===== src/rtl/emac_tx_adapter_pkg.sv =====
`default_nettype none
// ============================================================================
// Module   : emac_tx_adapter_pkg
// Purpose  : Shared constants for the EMAC user-side TX adapter: input FSM
//            state encodings and the bit layout of a buffered entry.
// Revision : 1.0 - initial release
// ============================================================================
package emac_tx_adapter_pkg;

  // Input-side framing FSM encodings
  localparam logic [1:0] c_ST_IDLE    = 2'd0;
  localparam logic [1:0] c_ST_FRAME   = 2'd1;
  localparam logic [1:0] c_ST_TERM    = 2'd2;
  localparam logic [1:0] c_ST_DISCARD = 2'd3;

  // Buffer entry layout, LSB first: err, eop, sop, mod[MOD_W], data[DATA_W]
  localparam int c_ENT_ERR = 0;
  localparam int c_ENT_EOP = 1;
  localparam int c_ENT_SOP = 2;
  localparam int c_ENT_MOD = 3;

  // Total entry width for a given data / modulo width
  function automatic int ent_width(input int data_w, input int mod_w);
    return data_w + mod_w + 3;
  endfunction

endpackage
`default_nettype wire


===== src/rtl/emac_tx_sfifo.sv =====
`default_nettype none
// ============================================================================
// Module   : emac_tx_sfifo
// Purpose  : Single-clock synchronous FIFO with occupancy count and the
//            next-cycle count. Head word is presented combinationally.
// Revision : 1.0 - initial release
// ============================================================================
module emac_tx_sfifo #(
  parameter int WIDTH      = 8,
  parameter int DEPTH_LOG2 = 3
) (
  input  logic                  clk,
  input  logic                  rst,
  input  logic                  i_wr_en,
  input  logic [WIDTH-1:0]      i_wr_data,
  input  logic                  i_rd_en,
  output logic [WIDTH-1:0]      o_rd_data,
  output logic [DEPTH_LOG2:0]   o_count,
  output logic [DEPTH_LOG2:0]   o_count_next
);

  localparam int                c_DEPTH = 1 << DEPTH_LOG2;
  localparam logic [DEPTH_LOG2:0] c_FULL = (DEPTH_LOG2 + 1)'(c_DEPTH);

  logic [WIDTH-1:0]      r_mem [c_DEPTH];
  logic [DEPTH_LOG2-1:0] r_wr_ptr;
  logic [DEPTH_LOG2-1:0] r_rd_ptr;
  logic [DEPTH_LOG2:0]   r_count;
  logic [DEPTH_LOG2:0]   w_count_nxt;
  logic                  w_do_wr;
  logic                  w_do_rd;

  // Writes into a full FIFO and reads from an empty one are ignored
  assign w_do_wr = i_wr_en & (r_count != c_FULL);
  assign w_do_rd = i_rd_en & (r_count != '0);

  // Occupancy update; simultaneous write and read leave it unchanged
  always_comb begin
    w_count_nxt = r_count;
    case ({w_do_wr, w_do_rd})
      2'b10:   w_count_nxt = r_count + 1'b1;
      2'b01:   w_count_nxt = r_count - 1'b1;
      default: w_count_nxt = r_count;
    endcase
  end

  // Pointer and count state; pointers wrap naturally at the power-of-two depth
  always_ff @(posedge clk or posedge rst) begin
    if (rst) begin
      r_wr_ptr <= '0;
      r_rd_ptr <= '0;
      r_count  <= '0;
    end else begin
      if (w_do_wr) r_wr_ptr <= r_wr_ptr + 1'b1;
      if (w_do_rd) r_rd_ptr <= r_rd_ptr + 1'b1;
      r_count <= w_count_nxt;
    end
  end

  // Storage array; contents need no reset since the count gates visibility
  always_ff @(posedge clk) begin
    if (w_do_wr) r_mem[r_wr_ptr] <= i_wr_data;
  end

  assign o_rd_data    = r_mem[r_rd_ptr];
  assign o_count      = r_count;
  assign o_count_next = w_count_nxt;

endmodule
`default_nettype wire


===== src/rtl/emac_tx_adapter.sv =====
`default_nettype none
// ============================================================================
// Module   : emac_tx_adapter
// Purpose  : User-side TX adapter between the ff_tx_* packet source and the
//            MAC Tx_mac_* interface. Buffers words, gates frame start on a
//            threshold, and closes broken frames with an error-marked eop.
// Revision : 1.0 - initial release
// ============================================================================
module emac_tx_adapter
  import emac_tx_adapter_pkg::*;
#(
  parameter int DATA_W     = 32,
  parameter int MOD_W      = 2,
  parameter int DEPTH_LOG2 = 3,
  parameter int AFULL_THR  = 2,
  parameter int START_THR  = 4,
  parameter int SEPTY_THR  = 1
) (
  input  logic                  Clk_user,
  input  logic                  Reset,
  input  logic [DATA_W-1:0]     ff_tx_data,
  input  logic [MOD_W-1:0]      ff_tx_mod,
  input  logic                  ff_tx_sop,
  input  logic                  ff_tx_eop,
  input  logic                  ff_tx_wren,
  input  logic                  ff_tx_err,
  output logic                  ff_tx_rdy,
  output logic                  ff_tx_septy,
  output logic                  tx_ff_uflow,
  output logic                  tx_ff_oflow,
  output logic                  tx_ff_perr,
  input  logic                  Tx_mac_wa,
  output logic                  Tx_mac_wr,
  output logic [DATA_W-1:0]     Tx_mac_data,
  output logic [MOD_W-1:0]      Tx_mac_BE,
  output logic                  Tx_mac_sop,
  output logic                  Tx_mac_eop,
  output logic                  Tx_mac_err,
  output logic [DEPTH_LOG2:0]   fifo_level
);

  localparam int                  c_ENT_W  = ent_width(DATA_W, MOD_W);
  localparam int                  c_DATA   = c_ENT_MOD + MOD_W;
  localparam int                  c_DEPTH  = 1 << DEPTH_LOG2;
  localparam logic [DEPTH_LOG2:0] c_FULL   = (DEPTH_LOG2 + 1)'(c_DEPTH);
  localparam logic [31:0]         c_DEPTH32 = 32'(c_DEPTH);
  localparam logic [31:0]         c_AFULL  = 32'(AFULL_THR);
  localparam logic [31:0]         c_START  = 32'(START_THR);
  localparam logic [31:0]         c_SEPTY  = 32'(SEPTY_THR);

  // ---------------------------------------------------------------- state
  logic [1:0]              r_state;
  logic                    r_term_eop;   // frame's eop already seen while terminating
  logic                    r_rdy;
  logic                    r_septy;
  logic                    r_uflow;
  logic                    r_oflow;
  logic                    r_perr;
  logic                    r_in_frame;
  logic [DEPTH_LOG2:0]     r_eop_cnt;
  logic                    r_mac_wr;
  logic [DATA_W-1:0]       r_mac_data;
  logic [MOD_W-1:0]        r_mac_be;
  logic                    r_mac_sop;
  logic                    r_mac_eop;
  logic                    r_mac_err;

  // ---------------------------------------------------------------- wires
  logic                    w_accept;
  logic                    w_drop;
  logic [1:0]              w_state_nxt;
  logic                    w_term_eop_nxt;
  logic                    w_wr_en;
  logic [DATA_W-1:0]       w_wr_data;
  logic [MOD_W-1:0]        w_wr_mod;
  logic                    w_wr_sop;
  logic                    w_wr_eop;
  logic                    w_wr_err;
  logic                    w_perr;
  logic                    w_oflow;
  logic [c_ENT_W-1:0]      w_wr_entry;
  logic [c_ENT_W-1:0]      w_head;
  logic [DEPTH_LOG2:0]     w_count;
  logic [DEPTH_LOG2:0]     w_count_nxt;
  logic                    w_poppable;
  logic                    w_pop;
  logic                    w_head_sop;
  logic                    w_head_eop;
  logic                    w_head_err;
  logic [MOD_W-1:0]        w_head_mod;
  logic [DATA_W-1:0]       w_head_data;
  logic [31:0]             w_free_nxt;

  assign w_accept = ff_tx_wren & r_rdy;
  assign w_drop   = ff_tx_wren & ~r_rdy;

  // Input framing FSM: decides what (if anything) is written this cycle
  always_comb begin
    w_state_nxt    = r_state;
    w_term_eop_nxt = r_term_eop;
    w_wr_en        = 1'b0;
    w_wr_data      = ff_tx_data;
    w_wr_mod       = ff_tx_mod;
    w_wr_sop       = ff_tx_sop;
    w_wr_eop       = ff_tx_eop | ff_tx_err;
    w_wr_err       = ff_tx_err;
    w_perr         = 1'b0;
    w_oflow        = 1'b0;
    case (r_state)
      c_ST_IDLE: begin
        if (w_accept) begin
          if (ff_tx_sop) begin
            w_wr_en = 1'b1;
            if (ff_tx_eop)      w_state_nxt = c_ST_IDLE;
            else if (ff_tx_err) w_state_nxt = c_ST_DISCARD;
            else                w_state_nxt = c_ST_FRAME;
          end else begin
            w_perr = 1'b1;
          end
        end else if (w_drop) begin
          w_oflow = 1'b1;
        end
      end
      c_ST_FRAME: begin
        if (w_accept) begin
          if (ff_tx_sop) begin
            // A new frame cut into the current one: close the old one
            w_perr         = 1'b1;
            w_state_nxt    = c_ST_TERM;
            w_term_eop_nxt = ff_tx_eop;
          end else begin
            w_wr_en = 1'b1;
            if (ff_tx_eop)      w_state_nxt = c_ST_IDLE;
            else if (ff_tx_err) w_state_nxt = c_ST_DISCARD;
          end
        end else if (w_drop) begin
          w_oflow        = 1'b1;
          w_state_nxt    = c_ST_TERM;
          w_term_eop_nxt = ff_tx_eop;
        end
      end
      c_ST_TERM: begin
        if (ff_tx_wren & ff_tx_eop) w_term_eop_nxt = 1'b1;
        if (w_count != c_FULL) begin
          w_wr_en   = 1'b1;
          w_wr_data = '0;
          w_wr_mod  = '0;
          w_wr_sop  = 1'b0;
          w_wr_eop  = 1'b1;
          w_wr_err  = 1'b1;
          if (r_term_eop | (ff_tx_wren & ff_tx_eop)) w_state_nxt = c_ST_IDLE;
          else                                       w_state_nxt = c_ST_DISCARD;
        end
      end
      c_ST_DISCARD: begin
        if (ff_tx_wren & ff_tx_eop) w_state_nxt = c_ST_IDLE;
      end
      default: w_state_nxt = c_ST_IDLE;
    endcase
  end

  assign w_wr_entry = {w_wr_data, w_wr_mod, w_wr_sop, w_wr_eop, w_wr_err};

  emac_tx_sfifo #(
    .WIDTH      (c_ENT_W),
    .DEPTH_LOG2 (DEPTH_LOG2)
  ) u_fifo (
    .clk          (Clk_user),
    .rst          (Reset),
    .i_wr_en      (w_wr_en),
    .i_wr_data    (w_wr_entry),
    .i_rd_en      (w_pop),
    .o_rd_data    (w_head),
    .o_count      (w_count),
    .o_count_next (w_count_nxt)
  );

  assign w_head_err  = w_head[c_ENT_ERR];
  assign w_head_eop  = w_head[c_ENT_EOP];
  assign w_head_sop  = w_head[c_ENT_SOP];
  assign w_head_mod  = w_head[c_ENT_MOD +: MOD_W];
  assign w_head_data = w_head[c_DATA +: DATA_W];

  // A frame only starts once enough is buffered (or it is complete), so the
  // MAC is unlikely to starve mid-frame; once started it drains freely.
  assign w_poppable = (w_count != '0) &
                      (r_in_frame | (32'(w_count) >= c_START) |
                       (r_eop_cnt != '0) | (c_START == 32'd0));
  assign w_pop      = Tx_mac_wa & w_poppable;

  assign w_free_nxt = c_DEPTH32 - 32'(w_count_nxt);

  // Input-side state, credit-style ready and section-empty flag
  always_ff @(posedge Clk_user or posedge Reset) begin
    if (Reset) begin
      r_state    <= c_ST_IDLE;
      r_term_eop <= 1'b0;
      r_rdy      <= 1'b0;
      r_septy    <= 1'b0;
      r_oflow    <= 1'b0;
      r_perr     <= 1'b0;
    end else begin
      r_state    <= w_state_nxt;
      r_term_eop <= w_term_eop_nxt;
      r_rdy      <= w_free_nxt > c_AFULL;
      r_septy    <= 32'(w_count_nxt) <= c_SEPTY;
      r_oflow    <= w_oflow;
      r_perr     <= w_perr;
    end
  end

  // Number of complete frames (eop words) currently held in the buffer
  always_ff @(posedge Clk_user or posedge Reset) begin
    if (Reset) begin
      r_eop_cnt <= '0;
    end else begin
      case ({w_wr_en & w_wr_eop, w_pop & w_head_eop})
        2'b10:   r_eop_cnt <= r_eop_cnt + 1'b1;
        2'b01:   r_eop_cnt <= r_eop_cnt - 1'b1;
        default: r_eop_cnt <= r_eop_cnt;
      endcase
    end
  end

  // MAC-side output stage, in-frame tracking and underflow detection
  always_ff @(posedge Clk_user or posedge Reset) begin
    if (Reset) begin
      r_mac_wr   <= 1'b0;
      r_mac_data <= '0;
      r_mac_be   <= '0;
      r_mac_sop  <= 1'b0;
      r_mac_eop  <= 1'b0;
      r_mac_err  <= 1'b0;
      r_in_frame <= 1'b0;
      r_uflow    <= 1'b0;
    end else begin
      r_mac_wr <= w_pop;
      if (w_pop) begin
        r_mac_data <= w_head_data;
        r_mac_be   <= w_head_mod;
        r_mac_sop  <= w_head_sop;
        r_mac_eop  <= w_head_eop;
        r_mac_err  <= w_head_err;
        // eop wins so a single-word frame leaves the flag clear
        if (w_head_eop)      r_in_frame <= 1'b0;
        else if (w_head_sop) r_in_frame <= 1'b1;
      end
      r_uflow <= r_in_frame & Tx_mac_wa & (w_count == '0);
    end
  end

  assign ff_tx_rdy   = r_rdy;
  assign ff_tx_septy = r_septy;
  assign tx_ff_uflow = r_uflow;
  assign tx_ff_oflow = r_oflow;
  assign tx_ff_perr  = r_perr;
  assign Tx_mac_wr   = r_mac_wr;
  assign Tx_mac_data = r_mac_data;
  assign Tx_mac_BE   = r_mac_be;
  assign Tx_mac_sop  = r_mac_sop;
  assign Tx_mac_eop  = r_mac_eop;
  assign Tx_mac_err  = r_mac_err;
  assign fifo_level  = w_count;

endmodule
`default_nettype wire


===== config.mk =====
export PLATFORM = sky130hd
export DESIGN_NAME = emac_tx_adapter
export DESIGN_NICKNAME = d
export VERILOG_FILES = /design/src/rtl/emac_tx_adapter_pkg.sv /design/src/rtl/emac_tx_sfifo.sv /design/src/rtl/emac_tx_adapter.sv
export SDC_FILE = /design/constraint.sdc
export NUM_CORES = 1
export LEC_CHECK = 0
export ABC_AREA = 0
export CORE_UTILIZATION = 40
export DETAILED_ROUTE_END_ITERATION = 8
export GPL_TIMING_DRIVEN = 1
export PLACE_DENSITY_LB_ADDON = 0.08
export RECOVER_POWER = 50
export SLEW_MARGIN = 25
export SYNTH_ARGS = -nofsm -noshare
export SYNTH_HDL_FRONTEND = slang
export SYNTH_SLANG_ARGS = --single-unit

===== constraint.sdc =====
create_clock -name Clk_user -period 4.3 [get_ports Clk_user]
set_input_delay 0.86 -clock Clk_user [delete_from_list [all_inputs] [get_ports Clk_user]]
set_output_delay 0.86 -clock Clk_user [all_outputs]
set_load 0.01 [all_outputs]

Word-level counts from Yosys, hierarchy flattened --
Memory sizes are Yosys's and may differ from the RTL's. Index checks and enable logic that the tools add are counted.
Word-level totals: flip-flop bits (word level) 61, memory bits (writable) 296, bits of input ports 41, output and inout bits 47, logic and storage cells 116, memories 1
Operators by class: add/subtract/negate cells 7, $lt $le $gt $ge 3, eq/ne operators 16, multiplexer cells 44, bitwise operators 16, reductions and logical operators 11
Memory list:
- u_fifo.r_mem | words 8, width 37, read ports 1, clocked after memory_dff 0, wr ports 1, line emac_tx_sfifo.sv:25 | logic [WIDTH-1:0] r_mem [c_DEPTH];
Operators by type and width (count):
- $mux W32 | 2
- $gt A32 B2 Y1 const B | 1
- $mux W2 | 14
- $mux W1 | 22
- $pmux W4 S2 | 2
- $and A1 B1 Y1 | 11
- $ne A2 B2 Y1 const B | 5
- $add A4 B1 Y4 const B | 2
- $eq A2 B2 Y1 const B | 4
- $pmux W2 S4 | 1
- $reduce_bool A4 Y1 | 2
- $sub A4 B1 Y4 const B | 2
- $add A3 B1 Y3 const B | 2
- $eq A2 B1 Y1 const B | 3
- $ne A3 B3 Y1 const B | 2
- $reduce_and A6 Y1 | 1
- $reduce_bool A2 Y1 | 3
- $ne A5 B5 Y1 const B | 1
- $sub A4 B4 Y5 const A | 1
- $ge A4 B3 Y1 const B | 1
- $le A4 B1 Y1 const B | 1
- $logic_not A4 Y1 | 1
- $ne A4 B4 Y1 const B | 1
- $or A1 B1 Y1 | 4
- 7 further kinds | 8

Longest topological paths before layout --
Gate-level depths: netlist of run 1.
depth after elaboration 10, mapped depth 16, mapped depth without buffers 14

Modules after synthesis --
From an unflattened synthesis of run 1, not the netlist that was laid out.
Unflattened totals: cells, all modules 712, area, all modules 14580.2 um2
Modules (own cells, without submodules):
- emac_tx_sfifo | times used 1, cells an instance 492, area each 11722.5 um2, seq. area each 9138.8 um2
- emac_tx_adapter | times used 1, cells an instance 220, area each 2857.7 um2, seq. area each 1276.2 um2

Worst setup path after synthesis of run 1 --
OpenSTA, ideal clock, no wires.
kind in2reg, from in ff_tx_wren, to mem u_fifo.r_mem[4][0] (netlist name), enable pin, library setup time 485 ps, data arrival time 4465 ps, data required time 3815 ps, slack -650 ps, stages on the path 6, path buffers 1, path through buf_4 > nor2b_4 > nand2_2 > a211oi_4 > nand2b_2 > nor3b_1
On the way: longest elaborated chain between the ends 6, elaborated cells between the ends (all ways) 7, classes of those cells 5 x mux; 2 x bitwise
Ends and longest elaborated chain:
- start: declaration | line emac_tx_adapter.sv:25 | input logic ff_tx_wren,
- $and A1 B1 Y1 (*) | line emac_tx_adapter.sv:94 | assign w_accept = ff_tx_wren & r_rdy;
- $mux W1 | line emac_tx_adapter.sv:125 | if (w_accept) begin
- $pmux W1 S3 (*) | line emac_tx_adapter.sv:109 | case (r_state)
- $and A1 B1 Y1 (*) | line emac_tx_sfifo.sv:34 | assign w_do_wr = i_wr_en & (r_count != c_FULL);
- $mux W1 (*) | line emac_tx_sfifo.sv:62 | if (w_do_wr) r_mem[r_wr_ptr] <= i_wr_data;
- $mux W1 (implied by the code) (*) | line emac_tx_sfifo.sv:62
- end: declaration | line emac_tx_sfifo.sv:25
Mark *: on every way between the ends. The rest lies on a longest branch, timed or not.

Worst setup path after layout of run 1 --
from in ff_tx_sop, to reg r_rdy, in the netlist ff_tx_rdy
On the way: longest elaborated chain between the ends 8, elaborated cells between the ends (all ways) 11, classes of those cells 1 x add/sub; 1 x order compare; 2 x eq/ne; 6 x mux; 1 x bitwise
Ends and longest elaborated chain:
- start: declaration | line emac_tx_adapter.sv:23 | input logic ff_tx_sop,
- $mux W1 (on tied branches) | line emac_tx_adapter.sv:126, emac_tx_adapter.sv:112
- $mux W1 | line emac_tx_adapter.sv:125
- $pmux W1 S3 (*) | line emac_tx_adapter.sv:109
- $and A1 B1 Y1 (*) | line emac_tx_sfifo.sv:34
- $eq A2 B1 Y1 or $eq A2 B2 Y1 (tied branches) | line emac_tx_sfifo.sv:40 | case ({w_do_wr, w_do_rd})
- $pmux W4 S2 (*) | line emac_tx_sfifo.sv:40
- named net u_fifo.o_count_next[1] | line emac_tx_sfifo.sv:19 | output logic [DEPTH_LOG2:0] o_count_next
- $sub A4 B4 Y5 (*) | line emac_tx_adapter.sv:191 | assign w_free_nxt = c_DEPTH32 - 32'(w_count_nxt);
- $gt A32 B2 Y1 (*) | line emac_tx_adapter.sv:205 | r_rdy <= w_free_nxt > c_AFULL;
- end signal: assignment | line emac_tx_adapter.sv:205
- end: declaration | line emac_tx_adapter.sv:54 | logic r_rdy;
Mark *: on every way through the listed nets, which the timed path passes. The rest lies on a longest branch. A chain may end at the register's enable or synchronous reset.

==> results.sh, run 1 <==
export IMPL_drt_iter0_markers=415
export IMPL_final_cell_mix="edfxtp_1 (296), mux4_2 (74), dfrtp_1 (58)"
export IMPL_worst_clock_skew_ps=12.2
export IMPL_post_cts_resized=0
export IMPL_clock_insertion_delay_at_the_later_pin_of_the_skew_report_ps=520
export IMPL_drt_drc_violations_left=0
export IMPL_place_hpwl_um=16100
export IMPL_globalRoute_totalOverflow=0
export IMPL_crit_type="in2reg"
export IMPL_layout_min_cycle_time_ps=4000
export IMPL_die_outline_area_um2=36300
export IMPL_synthXorXnorAreaFrac=0.00739
export IMPL_crit_fanout=5
export IMPL_mappedNetlistArea_um2=14200
export IMPL_power_mw=12.2
export IMPL_proportion_of_layout_cells_with_a_drive_suffix_above_1=0.195
export IMPL_routed_via_count=7050
export IMPL_synthArstFlopShare=0.171
export IMPL_place_port_buffers=87
export IMPL_maxClockFrequency_mhz=250
export IMPL_post_route_worst_setup_slack_ps=297
export IMPL_ioPinCount=88
export IMPL_outcome="complete, but fails checks"
export IMPL_worst_slew_pin_transition_ps=1700
export IMPL_crit_path_end_kind="register"
export IMPL_worst_endpoint_arrival_ps=4390
export IMPL_tritoncts_sink_count=357
export IMPL_cts_htree_levels=2
export IMPL_synth_cell_type_count=54
export IMPL_max_vdd_ir_drop_v=0.000386
export IMPL_synth_seq_cells=357
export IMPL_final_setup_tns_ps=0
export IMPL_yosys_area_share_adder=0.0111
export IMPL_syn_inst=746
export IMPL_clk_root_buf="clkbuf_16"
export IMPL_yosys_warnings=0
export IMPL_setup_violations=0
export IMPL_slew_viol_final=100
export IMPL_hold_violations=0
export IMPL_die_w_um=191
export IMPL_antenna_cells_inserted=0
export IMPL_via_count_of_the_first_global_routing_pass=7736
export IMPL_required_ps=4690
export IMPL_final_fill_count=2896
export IMPL_synthSimpleGateAreaFrac=0.0503
export IMPL_firstDrtPassIters=4
export IMPL_worstSetupStartpointType="input pin"
export IMPL_final_nets=909
export IMPL_power_density_nw_per_um2=723
export IMPL_area_growth_pct=18.6
export IMPL_drtAntennaViolNets=0
export IMPL_min_path_type="reg2reg"
export IMPL_placement_setup_worst_slack_ps=-178
export IMPL_grt_pass1_wl_um=47000
export IMPL_seq_area_frac_synth=0.732
export IMPL_rsz0062_at_grt="false"
export IMPL_grt_total_usage=0.176
export IMPL_final_common_cell="edfxtp_1"
export IMPL_wire_per_inst_um=22.7
export IMPL_place_gp_congestion=0.775
export IMPL_cts_made_buffers=39
export IMPL_cts_clk_slew_worst_paths_ps=60
export IMPL_timing_max_slew_rel_slack=-0.133
export IMPL_power_leakage_nw=5.84
export IMPL_die_h_um=191
export IMPL_fraction_of_the_mapped_netlist_area_in_compound_gates=0.0289
export IMPL_finish_utilization=0.485
export IMPL_cts_buffer_depth=3
export IMPL_final_min_period_over_clock_period=0.931
export IMPL_ys_dominant_reg_cell="edfxtp_1"
export IMPL_synth_top_family_by_area="multiplexers"
export IMPL_cts_hold_buf=0
export IMPL_grt_antenna_before_repair=0
export IMPL_tritoncts="built"
export IMPL_maxcap_violations=2
export IMPL_initial_standard_cell_utilization_of_the_core=0.409
export IMPL_grt_start_max_net_pins=76
export IMPL_synth_area_mux_share=0.147
export IMPL_area_of_the_core_region_um2=34800
export IMPL_post_cts_repair_setup_buffers=0
export IMPL_failed_checks="capacitance limit, slew limit"
export IMPL_final_wirelength_um=30500
export IMPL_synth_fp_nets=799
export IMPL_count_of_flip_flops_with_a_built_in_enable_after_synthesis=296
export IMPL_post_drt_via_cell_ratio=5.26
export IMPL_rows=68
export IMPL_synthesis_area_per_instance_um2=19.1
-- critical path: stages --
cell and delay (ps):
clkdlybuf4s50_1 520, and2b_1 350, nand2_2 100, a211oi_4 270, inv_1 100, ha_1 240
xor2_1 170, ha_1 290, mux2_4 300, inv_1 110, ha_1 200, o21ai_0 120
or3_1 330, a211oi_1 360, a211oi_2 90
-- layout make-up --
cell class,count,area (um2),share of cell area
flip-flops and latches,357,10400,0.618
inverters,13,50.0,0.00297
clock buffers,57,1110,0.0661
multi-input cells,340,3530,0.210
clock inverters,14,90.1,0.00534
repair buffers,105,1090,0.0645
well taps,455,569,0.0337
-- cell usage after synthesis, drive strengths merged (7+ instances only) --
library cell	number	share of area
nor2	15	0.0040
xnor2	7	0.0043
inv	13	0.0034
o21ai	44	0.015
nand2	52	0.014
mux2i	39	0.027
edfxtp	296	0.62
dfrtp	61	0.11
ha	11	0.0097
buf	31	0.018
nor2b	40	0.018
mux4	74	0.12
-- metrics by stage --
step / hold slack (ps) / instances / instance area [um2]
after detailed placement: 479 / 1270 / 15700
after floorplan: 462 / 746 / 14300
after global routing: 496 / 1341 / 16900
final: 480 / 1341 / 16900
after CTS: 493 / 1341 / 16900
after global placement: 467 / 1270 / 15700
-- layer usage --
| layer | up-vias | part of all wire | GRT usage |
|---|---|---|---|
| li1 | 3154 | - | - |
| met1 | 3683 | 0.44 | 0.236 |
| met2 | 161 | 0.50 | 0.296 |
| met3 | 52 | 0.038 | 0.0276 |
| met4 | 0 | 0.021 | 0.0545 |
| met5 | - | 0 | 0 |
-- power by group --
part / leakage [nW] / internal, mW / switching (mW) / total [mW]
Combinational: 1.83 / 1.80 / 2.08 / 3.88
Sequential: 3.43 / 4.73 / 0.487 / 5.22
Clock: 0.587 / 1.81 / 1.30 / 3.11
-- final timing paths --
kind	startpoint	end	slack (ps)	depth (start not counted)
max reg2reg	u_fifo.o_count[2]$_DFF_PP0_	ff_tx_rdy$_DFF_PP0_	450	13
max in group asynchronous	Reset	Tx_mac_BE[0]$_DFFE_PP0P_	1290	3
min in group asynchronous	Reset	Tx_mac_data[8]$_DFFE_PP0P_	1010	2
max	ff_tx_sop	ff_tx_rdy$_DFF_PP0_	300	15
min	r_eop_cnt[3]$_DFFE_PP0P_	r_eop_cnt[3]$_DFFE_PP0P_	480	1
min reg2reg	r_eop_cnt[3]$_DFFE_PP0P_	r_eop_cnt[3]$_DFFE_PP0P_	480	1
-- registers in the layout, indices dropped and copies added, names as in the netlist, 2 cells and up --
register / count
u_fifo.r_wr_ptr: 3
r_state: 2
Tx_mac_data: 32
Tx_mac_BE: 2
u_fifo.o_count: 4
r_eop_cnt: 4
u_fifo.r_mem: 296
u_fifo.r_rd_ptr: 3
-- cells by family after synthesis --
family / after synthesis
fa+ha+maj: 12
compound gates: 66
flops: 357
xor+xnor: 12
buf+inv: 49
simple gates: 134
mux: 116
Note: power is estimated with default switching activity, not from simulation.
==> inputs of run 2 (changes only) <==
--- a/config.mk
+++ b/config.mk
@@ -6,7 +6,7 @@
 export NUM_CORES = 1
 export LEC_CHECK = 0
 export ABC_AREA = 0
-export CORE_UTILIZATION = 40
+export CORE_UTILIZATION = 50
 export DETAILED_ROUTE_END_ITERATION = 8
 export GPL_TIMING_DRIVEN = 1
 export PLACE_DENSITY_LB_ADDON = 0.08
==> run 2 against run 1 <==
The run still ends with capacitance limit, slew limit left. Cell area decreased by 0.36%. Die area decreased by 20%. Core utilization rose by 12 points. Setup slack better by 35 ps. First-iteration DRC count is 3.9% higher. Fmax is 0.87% higher. Global-route usage increased by 2.8 points. Hold slack lost 10 ps. Critical endpoint unchanged. Largest cell class unchanged.
==> results.sh, run 2 (synthesized netlist as in run 1, its figures left out) <==
export IMPL_min_path_type="reg2reg"
export IMPL_final_setup_tns_ps=0
export IMPL_drt_drc_violations_left=0
export IMPL_cts_clk_slew_worst_paths_ps=60
export IMPL_area_growth_pct=18.2
export IMPL_via_count_of_the_first_global_routing_pass=7496
export IMPL_final_nets=919
export IMPL_post_cts_resized=0
export IMPL_timing_max_slew_rel_slack=-0.392
export IMPL_area_of_the_core_region_um2=27900
export IMPL_firstDrtPassIters=4
export IMPL_cts_htree_levels=2
export IMPL_post_cts_repair_setup_buffers=0
export IMPL_crit_type="in2reg"
export IMPL_fin_area_um2=16800
export IMPL_initial_standard_cell_utilization_of_the_core=0.511
export IMPL_hold_path_startpoint="Tx_mac_data[25]$_DFFE_PP0P_"
export IMPL_maxcap_violations=2
export IMPL_maxClockFrequency_mhz=252
export IMPL_largest_register="u_fifo.r_mem"
export IMPL_grt_antenna_before_repair=0
export IMPL_place_gp_congestion=0.758
export IMPL_final_wirelength_um=28300
export IMPL_timing_hold_worst_path_depth=2
export IMPL_grt_start_max_net_pins=76
export IMPL_globalRoute_totalOverflow=0
export IMPL_place_hpwl_um=16100
export IMPL_worst_r2r_endpoint="ff_tx_rdy$_DFF_PP0_"
export IMPL_grt_total_usage=0.205
export IMPL_die_w_um=171
export IMPL_die_outline_area_um2=29100
export IMPL_power_density_nw_per_um2=731
export IMPL_slew_viol_final=147
export IMPL_final_cell_mix="edfxtp_1 (296), mux4_2 (74), dfrtp_1 (59)"
export IMPL_regToRegStartpoint="u_fifo.o_count[2]$_DFF_PP0_"
export IMPL_grt_pass1_wl_um=43700
export IMPL_worstPathBufferInverterCount=3
export IMPL_worst_slew_pin_transition_ps=2090
export IMPL_drt_iter0_markers=431
export IMPL_ioPinCount=88
export IMPL_routed_via_count=7069
export IMPL_critical_path_slowest_cell="dlygate4sd3_1"
export IMPL_cp_slowest_stage_delay_ps=640
export IMPL_tritoncts_sink_count=357
export IMPL_worstRegToRegCells=13
export IMPL_required_ps=4680
export IMPL_power_leakage_nw=5.90
export IMPL_rows=61
export IMPL_worst_clock_skew_ps=14.2
export IMPL_layout_min_cycle_time_ps=3970
export IMPL_tritoncts="built"
export IMPL_cp_top_family="buffers and inverters"
export IMPL_worstHoldEndpoint="Tx_mac_data[25]$_DFFE_PP0P_"
export IMPL_worstSetupStartpointType="input pin"
export IMPL_final_common_cell="edfxtp_1"
export IMPL_power_mw=12.3
export IMPL_antenna_cells_inserted=0
export IMPL_setup_violations=0
export IMPL_hold_violations=0
export IMPL_post_drt_via_cell_ratio=5.55
export IMPL_drtAntennaViolNets=0
export IMPL_max_vdd_ir_drop_v=0.000423
export IMPL_reg2reg_setup_slack_ps=540
export IMPL_clk_root_buf="clkbuf_16"
export IMPL_failed_checks="capacitance limit, slew limit"
export IMPL_final_min_period_over_clock_period=0.923
export IMPL_cpMostUsedCell="ha_1"
export IMPL_wire_per_inst_um=22.2
export IMPL_crit_path_end_kind="register"
export IMPL_outcome="complete, but fails checks"
export IMPL_clock_insertion_delay_at_the_later_pin_of_the_skew_report_ps=510
export IMPL_die_h_um=171
export IMPL_rsz0062_at_grt="false"
export IMPL_worst_endpoint_arrival_ps=4350
export IMPL_crit_fanout=5
export IMPL_cts_buffer_depth=3
export IMPL_place_port_buffers=87
export IMPL_largest_reg_flops=296
export IMPL_path_cells="dlygate4sd3_1 > and2b_2 > nand2_2 > a211oi_4 > inv_1 > ha_1 > xor2_1 > ha_1 > mux2_4 > inv_1 > ha_1 > o21ai_0 > or3_1 > a211oi_1 > a211oi_2"
export IMPL_cell_area_after_placement_um2=15600
export IMPL_proportion_of_layout_cells_with_a_drive_suffix_above_1=0.203
export IMPL_cts_hold_buf=0
export IMPL_cts_made_buffers=38
==> run 2: cell types whose count changed in the layout (fill, tap and decap cells not counted), sizes merged <==
cell	change
clkbuf	-3
clkinvlp	-2
bufinv	+3
dlygate4sd3	-7
clkinv	+1
buf	+11
clkdlybuf4s50	+7
==> run 2: where the power goes <==
group          internal [mW]  switching, mW  total, mW
Clock                   1.97           1.25       3.22
Sequential              4.73          0.374       5.10
Combinational           1.83           2.13       3.96
Total                   8.53           3.76       12.3
==> run 2: metal layers <==
| layer | GRT usage | vias up | wire, um |
|---|---|---|---|
| met5 | 0 | - | 0 |
| li1 | - | 3158 | - |
| met1 | 0.283 | 3716 | 12400 |
| met2 | 0.345 | 156 | 14400 |
| met3 | 0.0280 | 39 | 1080 |
| met4 | 0.0533 | 0 | 480 |
==> run 2: through the flow <==
step | worst slack, ps | std cells | util | hold WS (ps)
6_report | 332 | 1274 | 0.603 | 470
4_1_cts | 464 | 1274 | 0.606 | 487
3_5_place_dp | -72.3 | 1204 | 0.561 | 475
2_1_floorplan | 558 | 746 | - | 462
3_3_place_gp | 117 | 1204 | 0.561 | 470
5_1_grt | 131 | 1274 | 0.603 | 489
==> run 2: final cells by class <==
class,instances,area [um2]
well taps,378,473
fillers,2059,11000
clock buffers,54,1100
repair buffers,116,1080
flip-flops and latches,357,10400
inverters,13,48.8
multi-input cells,340,3530
clock inverters,16,153
==> run 2: worst register-to-register path, cell delays in order, from the launching register on <==
cell and delay [ps]:
dfrtp_1 490, nor4b_1 890, a211oi_4 90, inv_1 120, ha_1 210, xor2_1 180, ha_1 260, mux2_4 290
inv_1 110, ha_1 200, o21ai_0 120, or3_1 310, a211oi_1 290, a211oi_2 90
==> run 2: worst max-delay path by stage <==
| stage | start | endpoint | cells past startpoint |
|---|---|---|---|
| CTS | ff_tx_sop | ff_tx_rdy$_DFF_PP0_ | 15 |
| global placement | ff_tx_sop | ff_tx_rdy$_DFF_PP0_ | 14 |
| finish | ff_tx_sop | ff_tx_rdy$_DFF_PP0_ | 15 |
| floorplan | ff_tx_wren | u_fifo.r_mem[6][0]$_DFFE_PP_ | 6 |
| global route | ff_tx_sop | ff_tx_rdy$_DFF_PP0_ | 15 |
| detailed placement | ff_tx_sop | ff_tx_rdy$_DFF_PP0_ | 15 |
